**config.mk**
```make
export PLATFORM = sky130hd
export DESIGN_NAME = word_stream_fifo
export DESIGN_NICKNAME = d
export VERILOG_FILES = /design/src/rtl/word_stream_pkg.sv /design/src/rtl/fifo_ptr_ctrl.sv /design/src/rtl/word_stream_fifo.sv
export SDC_FILE = /design/constraint.sdc
export NUM_CORES = 1
export LEC_CHECK = 0
export BUFFER_PORTS_ARGS = -buffer_cell sky130_fd_sc_hd__buf_2
export CAP_MARGIN = 20
export CORE_UTILIZATION = 60
export CTS_CLUSTER_DIAMETER = 80
export CTS_CLUSTER_SIZE = 30
export DETAILED_ROUTE_END_ITERATION = 8
export GPL_TIMING_DRIVEN = 0
export PLACE_DENSITY = 0.84
export SLEW_MARGIN = 10
export SYNTH_ARGS = -nofsm -noshare
export SYNTH_HDL_FRONTEND = slang
export SYNTH_SLANG_ARGS = --single-unit
```
**constraint.sdc**
```tcl
create_clock -name i_clk -period 5.7 [get_ports i_clk]
set_clock_uncertainty 0.2 [all_clocks]
set_input_delay 0.57 -clock i_clk [delete_from_list [all_inputs] [get_ports i_clk]]
set_output_delay 0.57 -clock i_clk [all_outputs]
set_load 0.02 [all_outputs]
```
**src/rtl/word_stream_pkg.sv**
```systemverilog
// Shared word type and default geometry for the 10-bit word stream path.
// Used by both the FIFO and the consumer side.
package word_stream_pkg;
  localparam int unsigned WordWidth         = 10;
  localparam int unsigned DefaultDepth      = 4;
  localparam int unsigned DefaultAlmostFull = 3;

  typedef logic [WordWidth-1:0] word_t;
endpackage

```
**src/rtl/fifo_ptr_ctrl.sv**
```systemverilog
// Pointer, occupancy and flag registers for word_stream_fifo.
// Handshake qualification uses registered flags only, so ready never depends on the pop side.
module fifo_ptr_ctrl
  import word_stream_pkg::*;
#(
  parameter int unsigned DEPTH       = DefaultDepth,
  parameter int unsigned ALMOST_FULL = DefaultAlmostFull,
  localparam int unsigned PtrW       = (DEPTH > 1) ? $clog2(DEPTH) : 1,
  localparam int unsigned CntW       = $clog2(DEPTH + 1)
) (
  input  logic            clk_i,
  input  logic            rst_i,
  input  logic            push_valid_i,
  input  logic            pop_ready_i,
  output logic            push_en_o,
  output logic [PtrW-1:0] wptr_o,
  output logic [PtrW-1:0] rptr_o,
  output logic [CntW-1:0] count_o,
  output logic            full_o,
  output logic            empty_o,
  output logic            almost_full_o
);

  localparam logic [PtrW-1:0] PtrLast   = PtrW'(DEPTH - 1);
  localparam logic [CntW-1:0] CntDepth  = CntW'(DEPTH);
  localparam logic [CntW-1:0] CntAlmost = CntW'(ALMOST_FULL);

  logic [PtrW-1:0] wptr_q, wptr_d, rptr_q, rptr_d;
  logic [CntW-1:0] count_q, count_d;
  logic            full_q, full_d, empty_q, empty_d, afull_q, afull_d;
  logic            push, pop;

  assign push = push_valid_i & ~full_q;
  assign pop  = pop_ready_i & ~empty_q;

  always_comb begin
    wptr_d  = wptr_q;
    rptr_d  = rptr_q;
    count_d = count_q;
    // Explicit wrap compare: DEPTH need not be a power of two.
    if (push) wptr_d = (wptr_q == PtrLast) ? '0 : wptr_q + PtrW'(1);
    if (pop)  rptr_d = (rptr_q == PtrLast) ? '0 : rptr_q + PtrW'(1);
    case ({push, pop})
      2'b10:   count_d = count_q + CntW'(1);
      2'b01:   count_d = count_q - CntW'(1);
      default: count_d = count_q;
    endcase
    full_d  = (count_d == CntDepth);
    empty_d = (count_d == '0);
    afull_d = (count_d >= CntAlmost);
  end

  always_ff @(posedge clk_i) begin
    if (rst_i) begin
      wptr_q  <= '0;
      rptr_q  <= '0;
      count_q <= '0;
      full_q  <= 1'b0;
      empty_q <= 1'b1;
      afull_q <= 1'b0;
    end else begin
      wptr_q  <= wptr_d;
      rptr_q  <= rptr_d;
      count_q <= count_d;
      full_q  <= full_d;
      empty_q <= empty_d;
      afull_q <= afull_d;
    end
  end

  assign push_en_o     = push;
  assign wptr_o        = wptr_q;
  assign rptr_o        = rptr_q;
  assign count_o       = count_q;
  assign full_o        = full_q;
  assign empty_o       = empty_q;
  assign almost_full_o = afull_q;

endmodule

```
**src/rtl/word_stream_fifo.sv**
```systemverilog
// First-word-fall-through elastic buffer feeding the 10-bit word consumer.
// Storage and read mux live here; pointers and flags come from fifo_ptr_ctrl.
module word_stream_fifo
  import word_stream_pkg::*;
#(
  parameter int unsigned WIDTH       = WordWidth,
  parameter int unsigned DEPTH       = DefaultDepth,
  parameter int unsigned ALMOST_FULL = DefaultAlmostFull,
  localparam int unsigned PtrW       = (DEPTH > 1) ? $clog2(DEPTH) : 1,
  localparam int unsigned CntW       = $clog2(DEPTH + 1)
) (
  input  logic             i_clk,
  input  logic             i_rst,
  input  logic             i_push_valid,
  output logic             o_push_ready,
  input  logic [WIDTH-1:0] i_push_data,
  output logic             o_pop_valid,
  input  logic             i_pop_ready,
  output logic [WIDTH-1:0] o_pop_data,
  output logic [CntW-1:0]  o_count,
  output logic             o_full,
  output logic             o_empty,
  output logic             o_almost_full
);

  if (DEPTH < 2 || ALMOST_FULL < 1 || ALMOST_FULL > DEPTH) begin : g_param_check
    $fatal(1, "word_stream_fifo: DEPTH must be >= 2 and ALMOST_FULL within 1..DEPTH");
  end

  logic [WIDTH-1:0] mem_q [DEPTH];
  logic [PtrW-1:0]  wptr, rptr;
  logic             push_en;

  fifo_ptr_ctrl #(
    .DEPTH       (DEPTH),
    .ALMOST_FULL (ALMOST_FULL)
  ) u_ctrl (
    .clk_i         (i_clk),
    .rst_i         (i_rst),
    .push_valid_i  (i_push_valid),
    .pop_ready_i   (i_pop_ready),
    .push_en_o     (push_en),
    .wptr_o        (wptr),
    .rptr_o        (rptr),
    .count_o       (o_count),
    .full_o        (o_full),
    .empty_o       (o_empty),
    .almost_full_o (o_almost_full)
  );

  always_ff @(posedge i_clk) begin
    if (i_rst) begin
      for (int i = 0; i < DEPTH; i++) mem_q[i] <= '0;
    end else if (push_en) begin
      mem_q[wptr] <= i_push_data;
    end
  end

  assign o_push_ready = ~o_full;
  assign o_pop_valid  = ~o_empty;
  assign o_pop_data   = mem_q[rptr];

endmodule

```
==> impl_metrics.env <==
export IMPL_total_power_uw=904
export IMPL_status="completed"
export IMPL_avgSynthCellArea_um2=14.7
export IMPL_cts_tree="done"
export IMPL_cp_end_kind="register"
export IMPL_p_clk_frac=0.239
export IMPL_grt_pass1_vias=1468
export IMPL_grt_pass1_wl_mm=6.86
export IMPL_post_cts_buffers=0
export IMPL_synth_top_area_frac=0.511
export IMPL_route_detailed_drc=0
export IMPL_diodes=0
export IMPL_grt_overflow=0
export IMPL_maxSlewHeadroom=0.729
export IMPL_path_clk_slew_ps=90
export IMPL_hp_class="register to register"
export IMPL_routed_wirelength_mm=4.24
export IMPL_synth_top_cell_by_area="edfxtp_1"
export IMPL_comb_power_share=0.239
export IMPL_pwr_share_seq=0.522
export IMPL_cts_buffers=5
export IMPL_worstReg2RegStart="u_ctrl.full_o$_SDFF_PP0_"
export IMPL_syn_nets=178
export IMPL_post_dp_cell_area_mm2=0.00256
export IMPL_final_hold_viol_count=0
export IMPL_critPathKind="register to register"
export IMPL_power_leakage_uw=0.00106
export IMPL_finalNonFillerCells=246
export IMPL_p_int_uw=638
export IMPL_nNetsFinal=215
export IMPL_multi_input_area_um2=851
export IMPL_die_area_mm2=0.00417
export IMPL_path_cells="nor2b_4 -> inv_1 -> ha_1 -> fa_1 -> xnor2_1 -> xor2_1 -> a221o_1"
export IMPL_setup_viol=0
export IMPL_synth_warnings=0
export IMPL_fill_cells=256
export IMPL_tns_ps=0
export IMPL_io_buffers=30
export IMPL_tightestPinTransition_ps=403
export IMPL_grt_max_degree=17
export IMPL_p_switching_uw=266
export IMPL_cts_sinks=52
export IMPL_crit_path_start_kind="register"
export IMPL_ys_seq_area_frac=0.614
export IMPL_peakVddDrop_mv=0.236
export IMPL_max_freq_mhz=400
export IMPL_fin_area_mm2=0.00266
export IMPL_synthFlopType="edfxtp_1"
export IMPL_synth_edff_count=40
export IMPL_period_share=0.439
export IMPL_first_pass_iters=4
export IMPL_globalRouteMet1Util=0.260
export IMPL_clk_latency_ps=300
export IMPL_die_h_um=64.6
export IMPL_vias_per_cell=5.60
export IMPL_global_route_usage_met3=0.0511
export IMPL_cts_htree_levels=2
export IMPL_synth_area_mm2=0.00235
export IMPL_cts_buffer_depth=2
export IMPL_num_vias=1378
export IMPL_hpwl_mm=2.99
export IMPL_dr_first_iter_drc_count=94
export IMPL_max_cap_violations=0
export IMPL_start_util=0.632
export IMPL_rows=22
export IMPL_ys_ff_latch=52
export IMPL_post_cts_resized=0
export IMPL_grt_use_total=0.233
export IMPL_yosysUniqueCellTypes=31
export IMPL_syn_inst=160
export IMPL_num_io_pins=32
export IMPL_mostFrequentLayoutCells="and2_1 (40), edfxtp_1 (40), buf_2 (33), dfxtp_1 (12), mux4_2 (10)"
export IMPL_slowest_delay_ps=410
export IMPL_p_sw_frac=0.294
export IMPL_slew_viol_final=0
export IMPL_min_delay_start="u_ctrl.wptr_o[1]$_SDFFE_PP0P_"
export IMPL_die_x_um=64.6
export IMPL_crit_slowest_cell="dfxtp_1"
export IMPL_postRouteAntennaNets=0
export IMPL_fin_crit_ps=2500
export IMPL_synth_area_leaders="edfxtp_1 (51%), and2_1 (11%), dfxtp_1 (10%), mux4_2 (9.6%), mux2i_1 (1.7%)"
export IMPL_regArea_mm2=0.00144
export IMPL_p_per_area_mw_per_mm2=340
export IMPL_met2_usage=0.436
export IMPL_syn_to_final_growth_pct=13.1
export IMPL_core_area_mm2=0.00372
export IMPL_required_ps=5700
export IMPL_crit_arrival_ps=2500
export IMPL_post_drt_wl_per_cell_um=17.2
export IMPL_gp_congestion=0.728
export IMPL_cp_max_fo=6
export IMPL_ctsHoldBuffers=0
export IMPL_crit_start="u_ctrl.full_o$_SDFF_PP0_"
export IMPL_drive_gt1_frac=0.343
export IMPL_antenna_found_initial=0
export IMPL_ctsRootBufferMaster="clkbuf_8"
export IMPL_post_place_cells=238
export IMPL_grt_busiest_layer="met2"
export IMPL_rsz0062_at_grt="false"
export IMPL_ys_async_sr_fraction=0
layout make-up:
cell class,count,share of cell area
Sequential cell,52,0.543
Multi-Input combinational cell,97,0.320
Timing Repair Buffer,30,0.0566
Clock buffer,6,0.0311
Tap cell,48,0.0226
Buffer,8,0.0170
Clock inverter,2,0.00518
Inverter,3,0.00424
flip-flops by register name (all words and copies together), names as in the netlist, named ones only:
register,flops
u_ctrl.full_o,1
u_ctrl.empty_o,1
u_ctrl.wptr_o,2
u_ctrl.count_o,3
u_ctrl.almost_full_o,1
mem_q,40
u_ctrl.rptr_o,2
synth_stat cells (2+ instances only):
cell type  count
and2_1        40
edfxtp_1      40
dfxtp_1       12
mux4_2        10
nor2_1         8
a21oi_1        4
mux2i_1        4
nand2_1        4
buf_2          3
clkbuf_2       3
ha_1           3
inv_1          3
or2_2          3
buf_4          2
nor2b_1        2
nor3b_1        2
nor4_2         2
xor2_1         2
worst paths after layout:
kind	to	slack [ps]	cells past startpoint
min	u_ctrl.wptr_o[1]$_SDFFE_PP0P_	330	2
max reg2reg	u_ctrl.empty_o$_SDFF_PP1_	3200	7
min reg2reg	u_ctrl.wptr_o[1]$_SDFFE_PP0P_	330	2
max	u_ctrl.empty_o$_SDFF_PP1_	3200	7
kinds of logic after synthesis:
kind of cell               count (synthesis)  share of synthesized area
and+or+nand+nor                           66                      0.184
adders and majority gates                  4                     0.0245
DFF                                       52                      0.614
muxes                                     14                      0.113
AOI/OAI and AO/OA                         10                     0.0298
buffers and inverters                     11                     0.0240
xor gates and xnor gates                   3                     0.0112
power groups by stage:
| stage | Sequential (uW) | Clock, uW | Combinational (uW) |
|---|---|---|---|
| floorplan | 491 | 0 | 141 |
| global placement | 476 | 0 | 205 |
| detailed placement | 481 | 0 | 218 |
| CTS | 472 | 218 | 218 |
| global route | 478 | 234 | 234 |
| finish | 472 | 216 | 216 |
worst max-delay path, delay by kind of cell (launching register included):
kind	cells	cell delay [ps]
buffers and inverters	1	120
DFF	1	410
adders and majority gates	2	660
xor gates and xnor gates	2	490
and+or+nand+nor	1	200
AOI/OAI and AO/OA	1	330
routing by layer:
layer / vias up / share of wire
met3: 9 / 0.044
li1: 646 / -
met1: 687 / 0.39
met2: 36 / 0.55
met5: - / 0
met4: 0 / 0.019
per-stage QoR:
stage          utilization  setup WS, ps  hold slack, ps
2_1_floorplan            -          3280             279
5_1_grt              0.714          3070             363
6_report             0.714          3200             332
3_5_place_dp         0.689          2890             308
3_3_place_gp         0.689          3050             288
4_1_cts              0.714          3210             320
No activity file was read; power rests on OpenSTA's default activity.
